`config.mk`:
```
export PLATFORM = sky130hd
export DESIGN_NAME = multicycle_controller
export DESIGN_NICKNAME = d
export VERILOG_FILES = /design/src/rtl/multicycle_controller.sv
export SDC_FILE = /design/constraint.sdc
export NUM_CORES = 1
export LEC_CHECK = 0
export ABC_AREA = 1
export CORE_ASPECT_RATIO = 0.8
export CORE_MARGIN = 4
export CORE_UTILIZATION = 40
export CTS_CLUSTER_DIAMETER = 100
export CTS_CLUSTER_SIZE = 16
export DETAILED_ROUTE_END_ITERATION = 10
export GPL_TIMING_DRIVEN = 0
export PLACE_DENSITY = 0.82
export SLEW_MARGIN = 20
export SYNTH_ARGS = -nofsm -noshare
export SYNTH_HDL_FRONTEND = slang
export SYNTH_SLANG_ARGS = --single-unit
```
`constraint.sdc`:
```
create_clock -name clk -period 1.6 [get_ports clk]
set_input_delay 0.4 -clock clk [delete_from_list [all_inputs] [get_ports clk]]
set_output_delay 0.4 -clock clk [all_outputs]
set_load 0.01 [all_outputs]
```
`src/rtl/multicycle_controller.sv`:
```
// multicycle_controller
//   Moore-style control unit for a multicycle 32-bit ARM-like CPU. Decodes the
//   latched instruction, steps it through the multicycle state sequence, keeps
//   the architectural NZCV flag register and gates every state-changing write
//   with the condition result latched at the end of DECODE (cond_q).
//
// Ports
//   clk         in   system clock, rising edge
//   reset       in   asynchronous active-low reset
//   Instr       in   [31:12] instruction register contents
//   ALUflags    in   [3:0] datapath flags {C,V,N,Z} = bits {3,2,1,0}
//   PCWrite     out  PC load enable
//   IRWrite     out  instruction register load enable
//   MemWrite    out  data memory write enable
//   RegWrite    out  register file write enable
//   AdrSrc      out  memory address select (0=PC, 1=ALUOut)
//   ALUSrcA     out  SrcA select (0=rd1, 1=PC)
//   ALUSrcB     out  [1:0] SrcB select (00=rd2, 01=ExtImm, 10=4)
//   ResultSrc   out  [1:0] result select (00=ALUOut, 01=read data, 10=ALU)
//   ImmSrc      out  [1:0] immediate format, Instr[27:26]
//   RegSrc      out  [1:0] [0]=branch reads R15, [1]=store reads Rd
//   ALUcontrol  out  [1:0] 00=ADD, 01=SUB, 10=AND, 11=ORR
//   State       out  [3:0] current FSM state (debug)
module multicycle_controller (
   input  logic        clk,
   input  logic        reset,
   input  logic [31:12] Instr,
   input  logic [3:0]  ALUflags,
   output logic        PCWrite,
   output logic        IRWrite,
   output logic        MemWrite,
   output logic        RegWrite,
   output logic        AdrSrc,
   output logic        ALUSrcA,
   output logic [1:0]  ALUSrcB,
   output logic [1:0]  ResultSrc,
   output logic [1:0]  ImmSrc,
   output logic [1:0]  RegSrc,
   output logic [1:0]  ALUcontrol,
   output logic [3:0]  State
);

   typedef enum logic [3:0] {
      S_FETCH    = 4'd0,
      S_DECODE   = 4'd1,
      S_MEMADR   = 4'd2,
      S_MEMRD    = 4'd3,
      S_MEMWB    = 4'd4,
      S_MEMWR    = 4'd5,
      S_EXECR    = 4'd6,
      S_EXECI    = 4'd7,
      S_ALUWB    = 4'd8,
      S_BRANCH   = 4'd9
   } state_t;

   state_t     state_q, state_d;
   logic       cond_q;
   logic [3:0] flags_q;

   // Instruction fields
   logic [3:0] cond;
   logic [1:0] op;
   logic       i_bit;
   logic [3:0] cmd;
   logic       s_bit;
   logic       rd_is_pc;

   assign cond     = Instr[31:28];
   assign op       = Instr[27:26];
   assign i_bit    = Instr[25];
   assign cmd      = Instr[24:21];
   assign s_bit    = Instr[20];
   assign rd_is_pc = (Instr[15:12] == 4'hF);

   // Rn is consumed by the datapath only.
   logic unused_rn;
   assign unused_rn = ^Instr[19:16];

   // Data-processing decode
   logic       supported;
   logic       no_write;
   logic       cv_update;
   logic [1:0] dec_alu;

   always_comb begin
      supported = 1'b1;
      no_write  = 1'b0;
      cv_update = 1'b1;
      dec_alu   = 2'b00;
      case (cmd)
         4'b0100: dec_alu = 2'b00;                      // ADD
         4'b0010: dec_alu = 2'b01;                      // SUB
         4'b0000: begin dec_alu = 2'b10; cv_update = 1'b0; end  // AND
         4'b1100: begin dec_alu = 2'b11; cv_update = 1'b0; end  // ORR
         4'b1010: begin dec_alu = 2'b01; no_write = 1'b1; end   // CMP
         default: begin supported = 1'b0; cv_update = 1'b0; end
      endcase
   end

   // Condition evaluation on the architectural flags
   logic flag_z, flag_n, flag_v, flag_c, cond_ok;
   assign flag_z = flags_q[0];
   assign flag_n = flags_q[1];
   assign flag_v = flags_q[2];
   assign flag_c = flags_q[3];

   always_comb begin
      cond_ok = 1'b0;
      case (cond)
         4'h0: cond_ok = flag_z;
         4'h1: cond_ok = ~flag_z;
         4'h2: cond_ok = flag_c;
         4'h3: cond_ok = ~flag_c;
         4'h4: cond_ok = flag_n;
         4'h5: cond_ok = ~flag_n;
         4'h6: cond_ok = flag_v;
         4'h7: cond_ok = ~flag_v;
         4'h8: cond_ok = flag_c & ~flag_z;
         4'h9: cond_ok = ~flag_c | flag_z;
         4'hA: cond_ok = (flag_n == flag_v);
         4'hB: cond_ok = (flag_n != flag_v);
         4'hC: cond_ok = ~flag_z & (flag_n == flag_v);
         4'hD: cond_ok = flag_z | (flag_n != flag_v);
         4'hE: cond_ok = 1'b1;
         default: cond_ok = 1'b0;
      endcase
   end

   // State, latched condition and flag register
   logic in_execute;
   assign in_execute = (state_q == S_EXECR) || (state_q == S_EXECI);

   always_ff @(posedge clk or negedge reset) begin
      if (!reset) begin
         state_q <= S_FETCH;
         cond_q  <= 1'b0;
         flags_q <= 4'b0000;
      end else begin
         state_q <= state_d;
         if (state_q == S_DECODE)
            cond_q <= cond_ok;
         if (in_execute && cond_q && s_bit && supported) begin
            flags_q[1:0] <= ALUflags[1:0];
            // Logical ops leave carry and overflow untouched.
            if (cv_update)
               flags_q[3:2] <= ALUflags[3:2];
         end
      end
   end

   // Next state and Moore outputs
   logic pc_write_s, ir_write_s, mem_write_s, reg_write_s;
   logic dp_write;
   assign dp_write = cond_q & ~no_write & supported;

   always_comb begin
      state_d     = S_FETCH;
      pc_write_s  = 1'b0;
      ir_write_s  = 1'b0;
      mem_write_s = 1'b0;
      reg_write_s = 1'b0;
      AdrSrc      = 1'b0;
      ALUSrcA     = 1'b0;
      ALUSrcB     = 2'b00;
      ResultSrc   = 2'b00;
      ALUcontrol  = 2'b00;
      case (state_q)
         S_FETCH: begin
            ir_write_s = 1'b1;
            pc_write_s = 1'b1;
            ALUSrcA    = 1'b1;
            ALUSrcB    = 2'b10;
            ResultSrc  = 2'b10;
            state_d    = S_DECODE;
         end
         S_DECODE: begin
            ALUSrcA   = 1'b1;
            ALUSrcB   = 2'b10;
            ResultSrc = 2'b10;
            case (op)
               2'b01:   state_d = S_MEMADR;
               2'b00:   state_d = i_bit ? S_EXECI : S_EXECR;
               2'b10:   state_d = S_BRANCH;
               default: state_d = S_FETCH;  // undefined, retire silently
            endcase
         end
         S_MEMADR: begin
            ALUSrcB = 2'b01;
            state_d = s_bit ? S_MEMRD : S_MEMWR;  // bit 20 is L for memory ops
         end
         S_MEMRD: begin
            AdrSrc  = 1'b1;
            state_d = S_MEMWB;
         end
         S_MEMWB: begin
            ResultSrc   = 2'b01;
            reg_write_s = cond_q;
            pc_write_s  = cond_q & rd_is_pc;
            state_d     = S_FETCH;
         end
         S_MEMWR: begin
            AdrSrc      = 1'b1;
            mem_write_s = cond_q;
            state_d     = S_FETCH;
         end
         S_EXECR: begin
            ALUcontrol = dec_alu;
            state_d    = S_ALUWB;
         end
         S_EXECI: begin
            ALUSrcB    = 2'b01;
            ALUcontrol = dec_alu;
            state_d    = S_ALUWB;
         end
         S_ALUWB: begin
            reg_write_s = dp_write;
            pc_write_s  = dp_write & rd_is_pc;
            state_d     = S_FETCH;
         end
         S_BRANCH: begin
            ALUSrcB    = 2'b01;
            ResultSrc  = 2'b10;
            pc_write_s = cond_q;
            state_d    = S_FETCH;
         end
         default: state_d = S_FETCH;
      endcase
   end

   // Enables are held off for as long as reset is low so nothing is written
   // between reset assertion and the first clean FETCH.
   assign PCWrite  = pc_write_s  & reset;
   assign IRWrite  = ir_write_s  & reset;
   assign MemWrite = mem_write_s & reset;
   assign RegWrite = reg_write_s & reset;

   assign ImmSrc = op;
   assign RegSrc = {(op == 2'b01) & ~s_bit, (op == 2'b10)};
   assign State  = state_q;

endmodule

```
==> run_results.csv <==
group,metric,value,unit
run_status,outcome,"finished, violations left",
run_status,violations,"negative hold slack, negative setup slack",
global_route,grt_first_pass_wirelength,5271,um
die,die_w,61.43,um
logic_synthesis,synth-seq-area-share,24.66,%
route,drtIter0Drc,60,
route,num_vias,1267,
logic_synthesis,yosys.area.top_type,"dfrtp_1",
route,wl_per_cell,13.74,um
setup_path,rr_worst_depth,8,
global_route,grt_usage,22.35,%
die,io_pins,46,
global_route,grt_overflow,0,
logic_synthesis,async_flop_share,100.0,%
clock_tree,clockBufferDepth,2,
logic_synthesis,ys_top_cells_by_count,"nand2_1, nor2_1, inv_1",
clock_tree,clkTransAtPathRegs,0.08,ns
setup_path,rrSetupSlack,0.05,ns
logic_synthesis,synthesis.nets,181,
route,route.detailed.drc,0,
setup_path,slowest_delay,0.39,ns
global_route,antenna_found_initial,0,
die,die_area,0.003117,mm^2
final_layout,layout-drive-gt1-share,35.16,%
timing,rsz0062_at_grt,"yes",
pwr,p_per_area,1279,mW/mm^2
setup_path,arrival,1.53,ns
setup_path,critPathMaxFanout,4,
logic_synthesis,netlist_area,913.4,um^2
die,die_h,50.74,um
timing,final-max-slew-violation-count,0,
logic_synthesis,yosys_most_used_dff,"dfrtp_1",
timing,period_needed,1.929,ns
clock_tree,cts_max_level,1,
clock_tree,clk_latency,0.28,ns
worst_hold_path,holdCritPathClass,"input pin to async pin",
route,ant_nets,0,
logic_synthesis,synth.top_cell.area_share,24.66,%
global_route,grt_max_degree,12,
timing,finalHoldViolCount,5,
final_layout,antenna_cells,0,
setup_path,crit_path_top_delay_cell,"dfrtp_1",
final_layout,nets,246,
timing,clock_skew,0.01368,ns
setup_path,crit_family,"simple AND/OR/NAND/NOR gates",
clock_tree,ctsHoldBuffers,0,
placed_design,place.gp.congestion,0.8630,
setup_path,crit_chain,"buf_6, nor2_4, nand3_2, o31ai_2, nand2_1, nand2_1, buf_2",
die,num_rows,15,
die,start_util,42.32,%
setup_path,crit_top_cell,"nand2_1",
setup_path,required,1.20,ns
placed_design,hpwl,2150,um
pwr,max-vdd-ir-drop,1246,uV
timing,period_share,120.6,%
timing,layout_setup_ws,-0.3291,ns
pwr,total_power,1.970,mW
logic_synthesis,ys_ff_latch,9,
timing,fin_tns_setup,-2.006,ns
timing,maxSlewHeadroom,81.26,%
final_layout,synthToLayoutAreaGrowth,68.63,%
setup_path,worst-path-buf-inv,2,
logic_synthesis,avgSynthCellArea,5.893,um^2
placed_design,placed_area,0.001339,mm^2
placed_design,portBuffers,39,
clock_tree,cts_tree,"yes",
logic_synthesis,synth_cells,155,
timing,fmax,518.4,MHz
final_layout,fin_area,0.001540,mm^2
global_route,grt_pass1_vias,1236,
setup_path,end_kind,"output port",
route,viasPerCell,5.193,
route,routed_wl,3353,um
setup_path,cp-start-kind,"register",
setup_path,cp.depth,7,
flow_run,maxCapViolCount,0,
logic_synthesis,synth_cell_types,23,
timing,tightest_slew,0.2811,ns
clock_tree,cts_sinks,9,
route,drtPass1Iterations,5,
logic_synthesis,yosysMostFrequentCell,"nand2_1",
timing,whs,-0.01542,ns
logic_synthesis,ys_top_cells_by_area,"dfrtp_1, nand2_1, nor2_1",
die,core_area,0.002158,mm^2
setup_path,worst-setup-path-type,"register to output port",
clock_tree,root_buffer,"clkbuf_4",
logic_synthesis,synth_edf_count,0,
placed_design,dp_worst_setup_slack,-1.221,ns
pwr,p_leak,0.8774,nW
timing,setup_viol,11,
clock_tree,numCtsBuffers,3,
logic_synthesis,yosysWarningCount,0,
==> path summary, 6_finish.rpt <==
| path | startpoint | endpoint |
|---|---|---|
| setup / recovery | State[1]$_DFF_PN0_ | PCWrite |
| min in group clk | Instr[27] | State[1]$_DFF_PN0_ |
| hold / removal | reset | flags_q[3]$_DFFE_PN0P_ |
| max in group asynchronous | reset | State[0]$_DFF_PN0_ |
| setup reg to reg | State[1]$_DFF_PN0_ | flags_q[2]$_DFFE_PN0P_ |
| hold reg to reg | cond_q$_DFFE_PN0P_ | cond_q$_DFFE_PN0P_ |
==> report_power, final <==
part | internal, mW | switching (mW)
registers | 0.301 | 0.0967
logic | 0.643 | 0.735
clock network | 0.0967 | 0.0970
==> metal layers <==
metal | track usage (%) | wire [um] | up-vias
met5 | 0 | 0 | -
met4 | 7.774 | 76 | 0
met3 | 3.599 | 236 | 9
met2 | 39.61 | 1686 | 55
met1 | 26.55 | 1354 | 575
li1 | - | - | 628
==> stage by stage <==
stage / instances / utilization [%]
3_5_place_dp: 219 / 62.03
3_3_place_gp: 219 / 62.03
4_1_cts: 238 / 67.83
5_1_grt: 244 / 71.36
6_report: 244 / 71.36
2_1_floorplan: 155 / -
==> layout make-up <==
type / instances / area [um^2]
plain buffers: 5 / 36.28
inverters: 23 / 88.84
well taps: 25 / 31.28
flip-flops and latches: 9 / 227.7
clock buffers: 4 / 26.28
repair buffers: 60 / 483.0
fillers: 179 / 618.1
multi-input cells: 118 / 646.9
==> sequential cells by signal (all words and copies together) (netlist names) <==
register  cells
State         4
flags_q       4
cond_q        1
==> cells by family (layout without fill, tap and decap cells) <==
group	Yosys count	after routing	share of synthesized area (%)
AND/OR/NAND/NOR	103	103	51.37
AO/OA/AOI/OAI	15	15	10.55
flip-flops	9	9	24.66
buffers and inverters	28	92	13.42
==> what timing repair did <==
item,CTS,global route
buffers inserted,15,7
gates cloned,0,0
pin swaps,15,7
gates resized for setup,94,14
endpoints found under the setup margin,19,18
==> worst register-to-register path: cells and delay by family (launching register included) <==
kind	cells	cell delay, ns
and+or+nand+nor	3	0.36
DFF	1	0.37
buffers and inverters	4	0.56
AOI/OAI and AO/OA	1	0.20
==> placed cells by master (no fill, tap or decap), types with 2 or more instances in the layout <==
cell type         n
nand4_1           2
dfrtp_2           2
nand2_4           2
inv_1            19
nor2_4            4
nand3_1          13
clkbuf_4          3
buf_4            20
nand3_2           5
dlygate4sd2_1    11
nor3_1            3
dfrtp_1           7
nor2_2            6
inv_2             3
nand2_1          45
buf_2            16
dlymetal6s2s_1    2
nor2_1           17
nand2_2           2
a21oi_1           6
o211ai_1          2
buf_6             5
clkdlybuf4s50_1  10
nor3_4            2
(Power assumes the default switching activity.)
